## config.mk

```make
export PLATFORM = sky130hd
export DESIGN_NAME = video_timing_sink
export DESIGN_NICKNAME = d
export VERILOG_FILES = /design/src/rtl/video_pkg.sv /design/src/rtl/video_beat_fifo.sv /design/src/rtl/video_timing_sink.sv
export SDC_FILE = /design/constraint.sdc
export NUM_CORES = 1
export LEC_CHECK = 0
export ABC_AREA = 1
export BUFFER_PORTS_ARGS = -buffer_cell sky130_fd_sc_hd__clkbuf_2
export CAP_MARGIN = 20
export CORE_ASPECT_RATIO = 1.1
export CORE_MARGIN = 1.5
export CORE_UTILIZATION = 50
export CTS_CLUSTER_DIAMETER = 40
export CTS_CLUSTER_SIZE = 12
export DETAILED_ROUTE_END_ITERATION = 6
export HOLD_SLACK_MARGIN = 0.1
export PLACE_DENSITY = 0.79
export SLEW_MARGIN = 20
export SYNTH_ARGS = -nofsm -noshare
export SYNTH_HDL_FRONTEND = slang
export SYNTH_SLANG_ARGS = --single-unit
```

## constraint.sdc

```tcl
create_clock -name clock -period 6.5 [get_ports clock]
set_clock_uncertainty 0.2 [all_clocks]
set_input_delay 0.975 -clock clock [delete_from_list [all_inputs] [get_ports clock]]
set_output_delay 0.975 -clock clock [all_outputs]
set_load 0.01 [all_outputs]
```

## src/rtl/video_pkg.sv

```systemverilog
// Shared video types and timing constants for the 4-pixels-per-beat stream.
// Holds the pixel and pixel-group types, the beat width and the standard
// 1080p / 720p raster timing sets, plus a helper that converts a pixel count
// into a count of 4-pixel groups.
package video_pkg;

    localparam int PIXELS_PER_BEAT = 4;
    localparam int PIXEL_W         = 24;
    localparam int GROUP_W         = PIXELS_PER_BEAT * PIXEL_W;

    typedef logic [PIXEL_W-1:0] pixel_t;
    typedef pixel_t [PIXELS_PER_BEAT-1:0] group_t;

    // 1920x1080 @ 60 Hz (148.5 MHz pixel clock)
    localparam int T1080_H_ACTIVE = 1920;
    localparam int T1080_H_FRONT  = 88;
    localparam int T1080_H_SYNC   = 44;
    localparam int T1080_H_BACK   = 148;
    localparam int T1080_V_ACTIVE = 1080;
    localparam int T1080_V_FRONT  = 4;
    localparam int T1080_V_SYNC   = 5;
    localparam int T1080_V_BACK   = 36;

    // 1280x720 @ 60 Hz (74.25 MHz pixel clock)
    localparam int T720_H_ACTIVE = 1280;
    localparam int T720_H_FRONT  = 110;
    localparam int T720_H_SYNC   = 40;
    localparam int T720_H_BACK   = 220;
    localparam int T720_V_ACTIVE = 720;
    localparam int T720_V_FRONT  = 5;
    localparam int T720_V_SYNC   = 5;
    localparam int T720_V_BACK   = 20;

    // Number of 4-pixel groups covering a pixel span (spans are multiples of 4).
    function automatic logic [15:0] groups_of(input int pixels);
        return 16'(pixels / PIXELS_PER_BEAT);
    endfunction

endpackage

```

## src/rtl/video_beat_fifo.sv

```systemverilog
// Two-entry ready/valid FIFO for 4-pixel beats with a synchronous flush.
// ready is derived from the registered occupancy only, so there is no
// combinational path from push_valid to push_ready. A flush empties the FIFO
// and discards any push offered in the same cycle.
module video_beat_fifo
    import video_pkg::*;
(
    input  logic               clock,
    input  logic               reset,
    input  logic               flush,
    input  logic               push_valid,
    output logic               push_ready,
    input  logic [GROUP_W-1:0] push_data,
    input  logic               pop,
    output logic               empty,
    output logic [GROUP_W-1:0] pop_data
);

    logic [GROUP_W-1:0] mem_reg [2];
    logic               wr_ptr_reg;
    logic               wr_ptr_next;
    logic               rd_ptr_reg;
    logic               rd_ptr_next;
    logic [1:0]         count_reg;
    logic [1:0]         count_next;
    logic               do_push;
    logic               do_pop;

    assign push_ready = ~reset & (count_reg != 2'd2);
    assign empty      = (count_reg == 2'd0);
    assign do_push    = push_valid & push_ready & ~flush;
    assign do_pop     = pop & ~empty & ~flush;
    assign pop_data   = mem_reg[rd_ptr_reg];

    // Pointer and occupancy update; flush wins over any push or pop.
    always_comb begin
        wr_ptr_next = wr_ptr_reg;
        rd_ptr_next = rd_ptr_reg;
        count_next  = count_reg;
        if (flush) begin
            wr_ptr_next = 1'b0;
            rd_ptr_next = 1'b0;
            count_next  = 2'd0;
        end else begin
            if (do_push) begin
                wr_ptr_next = ~wr_ptr_reg;
            end
            if (do_pop) begin
                rd_ptr_next = ~rd_ptr_reg;
            end
            case ({do_push, do_pop})
                2'b10:   count_next = count_reg + 2'd1;
                2'b01:   count_next = count_reg - 2'd1;
                default: count_next = count_reg;
            endcase
        end
    end

    // Control state register.
    always_ff @(posedge clock) begin
        if (reset) begin
            wr_ptr_reg <= 1'b0;
            rd_ptr_reg <= 1'b0;
            count_reg  <= 2'd0;
        end else begin
            wr_ptr_reg <= wr_ptr_next;
            rd_ptr_reg <= rd_ptr_next;
            count_reg  <= count_next;
        end
    end

    // Beat storage; contents are meaningless while empty, so no reset.
    always_ff @(posedge clock) begin
        if (do_push) begin
            mem_reg[wr_ptr_reg] <= push_data;
        end
    end

endmodule

```

## src/rtl/video_timing_sink.sv

```systemverilog
// Raster timing sink for the 4-pixels-per-beat video generator stream.
// Counts the raster in 4-pixel groups, decodes de/hsync/vsync, requests each
// frame from the generator with start_frame, buffers beats in a 2-entry FIFO
// and emits one group of 4 pixels per clock. Late data is replaced by
// FILL_RGB and latched in the sticky underflow flag.
// Optional: define VIDEO_SINK_UNDERFLOW_COUNT_EN to add underflow_count, a
// saturating count of underflowed active groups.
module video_timing_sink
    import video_pkg::*;
#(
    parameter int          H_ACTIVE  = T1080_H_ACTIVE,
    parameter int          H_FRONT   = T1080_H_FRONT,
    parameter int          H_SYNC    = T1080_H_SYNC,
    parameter int          H_BACK    = T1080_H_BACK,
    parameter int          V_ACTIVE  = T1080_V_ACTIVE,
    parameter int          V_FRONT   = T1080_V_FRONT,
    parameter int          V_SYNC    = T1080_V_SYNC,
    parameter int          V_BACK    = T1080_V_BACK,
    parameter logic        HSYNC_POL = 1'b1,
    parameter logic        VSYNC_POL = 1'b1,
    parameter logic [23:0] FILL_RGB  = 24'h000000
) (
    input  logic        clock,
    input  logic        reset,
    output logic [15:0] video_width,
    output logic [15:0] video_height,
    output logic        start_frame,
    output logic        ready,
    input  logic        valid,
    input  logic [63:0] bits_0,
    input  logic [63:0] bits_1,
    input  logic [63:0] bits_2,
    input  logic [63:0] bits_3,
    output logic        de,
    output logic        hsync,
    output logic        vsync,
    output logic [23:0] pixel_0,
    output logic [23:0] pixel_1,
    output logic [23:0] pixel_2,
    output logic [23:0] pixel_3,
    output logic        underflow
`ifdef VIDEO_SINK_UNDERFLOW_COUNT_EN
    ,
    output logic [15:0] underflow_count
`endif
);

    // Raster geometry in group (horizontal) and line (vertical) units.
    localparam logic [15:0] HG_TOTAL  = groups_of(H_ACTIVE + H_FRONT + H_SYNC + H_BACK);
    localparam logic [15:0] HG_ACTIVE = groups_of(H_ACTIVE);
    localparam logic [15:0] HS_START  = groups_of(H_ACTIVE + H_FRONT);
    localparam logic [15:0] HS_END    = groups_of(H_ACTIVE + H_FRONT + H_SYNC);
    localparam logic [15:0] V_TOTAL   = 16'(V_ACTIVE + V_FRONT + V_SYNC + V_BACK);
    localparam logic [15:0] V_ACT     = 16'(V_ACTIVE);
    localparam logic [15:0] VS_START  = 16'(V_ACTIVE + V_FRONT);
    localparam logic [15:0] VS_END    = 16'(V_ACTIVE + V_FRONT + V_SYNC);

    logic [15:0]        hg_reg;
    logic [15:0]        hg_next;
    logic [15:0]        v_reg;
    logic [15:0]        v_next;
    logic               active;

    logic               de_reg;
    logic               de_next;
    logic               hsync_reg;
    logic               hsync_next;
    logic               vsync_reg;
    logic               vsync_next;
    group_t             group_reg;
    group_t             group_next;
    logic               underflow_reg;
    logic               underflow_next;

    logic               fifo_empty;
    logic [GROUP_W-1:0] fifo_data;
    logic [GROUP_W-1:0] push_data;
    logic               unused_bits;

    assign video_width  = 16'(H_ACTIVE);
    assign video_height = 16'(V_ACTIVE);

    // Only the low 24 bits of each 64-bit lane carry a pixel; pixel x sits in lane 0.
    assign push_data   = {bits_3[23:0], bits_2[23:0], bits_1[23:0], bits_0[23:0]};
    assign unused_bits = ^{bits_0[63:24], bits_1[63:24], bits_2[63:24], bits_3[63:24]};

    assign active      = (hg_reg < HG_ACTIVE) && (v_reg < V_ACT);
    // The frame request doubles as the FIFO flush so the stream realigns to the raster.
    assign start_frame = ~reset && (hg_reg == 16'd0) && (v_reg == VS_START);

    video_beat_fifo u_fifo (
        .clock      (clock),
        .reset      (reset),
        .flush      (start_frame),
        .push_valid (valid),
        .push_ready (ready),
        .push_data  (push_data),
        .pop        (active),
        .empty      (fifo_empty),
        .pop_data   (fifo_data)
    );

    // Raster counters: hg wraps at the end of a line, v advances on that wrap.
    always_comb begin
        hg_next = hg_reg + 16'd1;
        v_next  = v_reg;
        if (hg_reg == HG_TOTAL - 16'd1) begin
            hg_next = 16'd0;
            v_next  = (v_reg == V_TOTAL - 16'd1) ? 16'd0 : v_reg + 16'd1;
        end
    end

    // Counter state register.
    always_ff @(posedge clock) begin
        if (reset) begin
            hg_reg <= 16'd0;
            v_reg  <= 16'd0;
        end else begin
            hg_reg <= hg_next;
            v_reg  <= v_next;
        end
    end

    // Decode timing and select the pixel source for the current group.
    always_comb begin
        de_next        = active;
        hsync_next     = ((hg_reg >= HS_START) && (hg_reg < HS_END)) ? HSYNC_POL : ~HSYNC_POL;
        vsync_next     = ((v_reg >= VS_START) && (v_reg < VS_END)) ? VSYNC_POL : ~VSYNC_POL;
        group_next     = '0;
        underflow_next = underflow_reg;
        if (active) begin
            if (fifo_empty) begin
                group_next     = {PIXELS_PER_BEAT{FILL_RGB}};
                underflow_next = 1'b1;
            end else begin
                group_next = fifo_data;
            end
        end
    end

    // Output register: all video outputs share one stage so they stay aligned.
    always_ff @(posedge clock) begin
        if (reset) begin
            de_reg        <= 1'b0;
            hsync_reg     <= ~HSYNC_POL;
            vsync_reg     <= ~VSYNC_POL;
            group_reg     <= '0;
            underflow_reg <= 1'b0;
        end else begin
            de_reg        <= de_next;
            hsync_reg     <= hsync_next;
            vsync_reg     <= vsync_next;
            group_reg     <= group_next;
            underflow_reg <= underflow_next;
        end
    end

    assign de        = de_reg;
    assign hsync     = hsync_reg;
    assign vsync     = vsync_reg;
    assign pixel_0   = group_reg[0];
    assign pixel_1   = group_reg[1];
    assign pixel_2   = group_reg[2];
    assign pixel_3   = group_reg[3];
    assign underflow = underflow_reg;

`ifdef VIDEO_SINK_UNDERFLOW_COUNT_EN
    logic [15:0] ucount_reg;
    logic [15:0] ucount_next;

    // Count underflowed active groups, holding at full scale.
    always_comb begin
        ucount_next = ucount_reg;
        if (active && fifo_empty && (ucount_reg != 16'hFFFF)) begin
            ucount_next = ucount_reg + 16'd1;
        end
    end

    // Underflow counter register.
    always_ff @(posedge clock) begin
        if (reset) begin
            ucount_reg <= 16'd0;
        end else begin
            ucount_reg <= ucount_next;
        end
    end

    assign underflow_count = ucount_reg;
`endif

endmodule

```

* After elaboration in Yosys (flattened, before gate mapping)
Memories as Yosys holds them, arrays and structs flattened. A register that Yosys moved wholly into a read port is not among the register bits. Cells that the tools add are included. Widths: inputs -> output; s select.
Cells by class: multiplexer cells 6, equal/unequal tests 6, add/sub/neg operators 4, bitwise operators 11, $lt $le $gt $ge 6, reductions and logical operators 12
Operators by type and width (count):
- $add 16x1->16 const B | 2
- $eq 16x11->1 const B | 2
- $lt 16x11->1 const B | 2
- $eq 16x10->1 const B | 1
- $ge 16x11->1 const B | 1
- $ge 16x9->1 const B | 1
- $logic_not 16->1 | 1
- $lt 16x10->1 const B | 1
- $lt 16x9->1 const B | 1
- $mux 16 | 1
- $not 1->1 | 6
- $and 1x1->1 | 5
- $logic_and 1x1->1 | 5
- $mux 1 | 4
- $pmux 2 s2 | 1
- $reduce_or 2->1 | 2
- $reduce_or 3->1 | 1
- $add 2x1->2 const B | 1
- $eq 2x1->1 const B | 1
- $eq 2x2->1 const B | 1
- $logic_not 2->1 | 1
- $ne 2x2->1 const B | 1
- $reduce_and 2->1 | 1
- $reduce_bool 2->1 | 1
- $sub 2x1->2 const B | 1
Word-level totals: memory bits (writable) 192, register bits 40, output and inout port bits 134, memories 1
Memory list:
- u_fifo.mem_reg | depth 2, bits a word 96, rd ports 1, clocked after memory_dff 1, wr ports 1, RTL line video_beat_fifo.sv:19 | logic [GROUP_W-1:0] mem_reg [2];

* Depth between registers and ports, before layout
word-level depth 7, mapped depth 13, depth with buffers taken out 13

* Cells and area by module
From an unflattened synthesis, not the netlist that was laid out.
Unflattened totals: cell total of the unflattened synthesis 1002, area, all modules 12544.5 µm²
Modules (own cells, without submodules):
- video_beat_fifo | seq. area each 5865.6 µm², cells each 334, area an instance 7368.3 µm², times used 1
- video_timing_sink | seq. area each 2642.5 µm², cells each 668, area an instance 5176.2 µm², times used 1

* Worst setup path after synthesis
No wires, ideal clock.
path kind input-to-reg, start in reset, end mem u_fifo.mem_reg[0][0] (netlist name), enable pin, library setup time 0.552 ns, arrival time 5.457 ns, slack 0.291 ns, stages on the path 5, cell sequence a21oi_1 > nand2_1 > inv_1 > nand2_1 > nor2_1
On the way: longest elaborated chain between the ends 7, elaborated cells on any way between the ends 9
Ends and longest elaborated chain:
- from (decl) | RTL line video_timing_sink.sv:24 | input logic reset,
- $not 1->1 * | RTL line video_beat_fifo.sv:29, video_timing_sink.sv:89
- parallel branches: the longest is 3 deep, another holds $and 1x1->1
- $and 1x1->1 * | RTL line video_beat_fifo.sv:31 | assign do_push = push_valid & push_ready & ~flush;
- $mux 1 * | RTL line video_beat_fifo.sv:74 | if (do_push) begin
- $mux 1 (not written as such) * | RTL line video_beat_fifo.sv:75 | mem_reg[wr_ptr_reg] <= push_data;
- to (decl) | RTL line video_beat_fifo.sv:19
Every way passes the cells marked *.

* Final worst setup path
start reg v_reg[0], end mem u_fifo.mem_reg[1][11] (netlist name), enable pin
On the way: longest elaborated chain between the ends 6
Ends and longest elaborated chain:
- from (decl) | RTL line video_timing_sink.sv:60 | logic [15:0] v_reg;
- from (signal assigned) | RTL line video_timing_sink.sv:120 | v_reg <= v_next;
- $eq 16x11->1 | RTL line video_timing_sink.sv:89 | assign start_frame = ~reset && (hg_reg == 16'd0) && (v_reg == VS_START);
- $logic_and 1x1->1 | RTL line video_timing_sink.sv:89
- $not 1->1 | RTL line video_beat_fifo.sv:31
- $and 1x1->1 | RTL line video_beat_fifo.sv:31
- $mux 1 | RTL line video_beat_fifo.sv:74
- $mux 1 (not written as such) | RTL line video_beat_fifo.sv:75
No other way between the ends.

==> results.txt <==
Status - finished clean
DR iter-0 viols - 434
Synthesized instance count - 916
Fill count - 1,778
Final hold vios - 0
Setup repair bufs after CTS - 0
Crit. End Element - flip-flop
Die W - 150 um
Leakage power - 5.77 nW
# DRC - 0
# rows - 59
Core footprint - 23,500 um^2
Post-DP HPWL - 14.5 mm
CP max stage cell - inv_4
Final #Nets - 1,401
Largest cells by area after synthesis - edfxtp_1, dfxtp_1, mux2i_1
Pwr per Cell Area - 380 nW/um^2
Max-Cap Viols - 0
Most frequent cells in the layout - clkbuf_2, edfxtp_1, dfxtp_1
Clock sink total - 328
Skew-Pair Late Insertion Delay - 0.52 ns
Post-route antenna net violation count - 0
Number of flops mapped to enable cells by yosys - 192
Hold Crit Start - underflow
R2R cell count - 10
Relative slew slack - 32.8%
R2r startpoint - v_reg[0]
Total Routed Length - 22.5 mm
Initial Utilization - 50.6%
Crit-path cells - inv_1, ha_1, inv_1, nor2_1, nand3_1, inv_1, nand2_1, nand3_1, inv_4, buf_4
CTS max path bufs - 3
H-tree levels - 2
Sum of negative setup slack - 0 ns
Seq/Total Area, Yosys - 71.2%
Ports - 393
Drt pass-1 iters - 4
Terminus of the critical flop-to-flop path - u_fifo.mem_reg[1][11]
Internal reg-to-reg setup slack - 3.36 ns
CP Data Required Time - 6.47 ns
Vias in the first global route - 7,164
First-pass GRT wire length - 35.2 mm
Primary FF master, synth - edfxtp_1
WP buf/inv - 5
Fmax - 319 MHz
Synthesized area per cell - 13.0 um^2
Kind of critical path - flip-flop to flip-flop
Vias/cell - 4.89
Total number of vias - 7,199
Area grow syn2layout - 20.9%
Most frequent CP cell - inv_1
Critical path peak fanout - 73
Worst-Margin Slew - 1.01 ns
Drt wl/cell - 15.3 um
CP delay by family, top - buffers and inverters
Final Max Tran Viols - 0
Flops & latches, synth - 328
Fin crit share - 48.3%
WHS Endpoint - underflow
CP max stage delay - 0.71 ns
Inserted Clock Buffers - 40
Worst-path clk slew - 0.05 ns
Total GRT Usage - 18.2%
WHS - 0.274 ns
Worst hold path depth - 2
Die area - 24,800 um^2
Initial antenna violation count - 3
Critical path launch point type - flip-flop
Commonest non-fill, non-tap cell in the layout - clkbuf_2
Share of the synthesized area in the top cell type - 48.4%
Input/output buffers - 200
Yosys warnings - 0
TritonCTS clock tree - done
Share of layout cells above drive strength 1 - 28.2%
Final Setup Violations - 0
Total congestion overflow - 0
Netlist cell types - 34
FFs w/ async S/R, synth - 0%
Time the worst path needs with I/O delays and setup - 3.14 ns
Largest net degree at the start of global routing - 78
# hold bufs at CTS - 0
Min-delay worst type - flip-flop to flip-flop
Post-synthesis cell area - 11,900 um^2
Cell taking the most area after synthesis - edfxtp_1
Setup repair after global routing missed its margin - false
VDD IR max - 0.000244 V
Root Buffer - clkbuf_16
Number of flip-flops in the largest register - 192
Die Height - 165 um
Worst EP arrival - 3.11 ns
Placer congestion estimate - 0.869
Post-CTS resize count - 0
worst reg2reg max path: cells and delay by family, from the launching register on:
kind	cells	cell delay, ns
buffers and inverters	5	1.55
adder cells (fa/ha/maj)	1	0.21
AND/OR/NAND/NOR	4	0.37
flip-flops	1	0.45
stage by stage:
stage,util [%],setup slack [ns],power (mW),area (um^2),cells
5_1_grt,61.1,3.16,5.73,14400,1472
6_report,61.2,3.36,5.47,14400,1473
3_3_place_gp,55.6,2.83,3.36,13100,1398
4_1_cts,61.1,3.32,5.54,14400,1472
2_1_floorplan,-,0.291,3.14,12000,946
3_5_place_dp,55.6,2.81,3.38,13100,1398
cell usage after synthesis (2+ instances only):
| cell | n |
|---|---|
| nand2_1 | 87 |
| nor4_1 | 2 |
| mux2i_1 | 96 |
| inv_2 | 9 |
| o21ai_0 | 11 |
| nor2_4 | 10 |
| nand3_1 | 34 |
| nor2_2 | 34 |
| inv_1 | 54 |
| o21a_1 | 2 |
| dfxtp_1 | 136 |
| nor3_1 | 18 |
| nand2_2 | 4 |
| buf_6 | 5 |
| buf_4 | 33 |
| buf_2 | 9 |
| nor2_1 | 113 |
| a21oi_1 | 21 |
| nand4_1 | 14 |
| edfxtp_1 | 192 |
| xor2_1 | 4 |
| ha_1 | 7 |
| conb_1 | 2 |
| clkbuf_1 | 9 |
kinds of logic (layout without fill, tap and decap cells):
kind of cell,Yosys count,after routing,share of synthesized area [%]
adders and majority gates,7,7,0.735
other,2,33,0.0630
AOI/OAI and AO/OA,36,36,1.59
muxes,96,96,8.06
buffers and inverters,120,341,5.23
and+or+nand+nor,322,322,12.7
xor gates and xnor gates,5,5,0.367
DFF,328,328,71.2
worst max-delay path by stage:
stage,from,to,slack (ns),cells after the start
finish,v_reg[0],u_fifo.mem_reg[1][11],3.36,10
global route,v_reg[0],u_fifo.mem_reg[1][14],3.16,10
CTS,v_reg[0],u_fifo.mem_reg[1][14],3.32,10
detailed placement,reset,u_fifo.mem_reg[1][14],2.81,7
global placement,reset,u_fifo.mem_reg[1][11],2.83,7
floorplan,reset,u_fifo.mem_reg[0][0],0.29,5
layer usage:
layer  vias up  track usage (%)  part of all wire [%]
met5         -                0                  0.14
met1      3333             22.0                    41
li1       3521                -                     -
met2       286             30.7                    48
met3        55             5.03                   7.9
met4         4             7.35                   3.0
cell type report:
| class | instances | area [um^2] | area share [%] |
|---|---|---|---|
| Clock buffer | 55 | 1080 | 7.48 |
| Clock inverter | 19 | 235 | 1.63 |
| Timing Repair Buffer | 204 | 1040 | 7.25 |
| Tap cell | 305 | 382 | 2.65 |
| Sequential cell | 328 | 8490 | 59.0 |
| Inverter | 63 | 239 | 1.66 |
| Multi-Input combinational cell | 498 | 2930 | 20.4 |
| Antenna cell | 1 | 2.50 | 0.0174 |
power breakdown:
group | internal, mW | leakage [nW] | switching [mW] | total, mW
clock network | 1.31 | 0.644 | 0.845 | 2.15
logic | 0.324 | 2.26 | 0.473 | 0.796
registers | 2.41 | 2.87 | 0.117 | 2.52
total | 4.04 | 5.77 | 1.43 | 5.47
No activity file was read; power rests on OpenSTA's default activity.
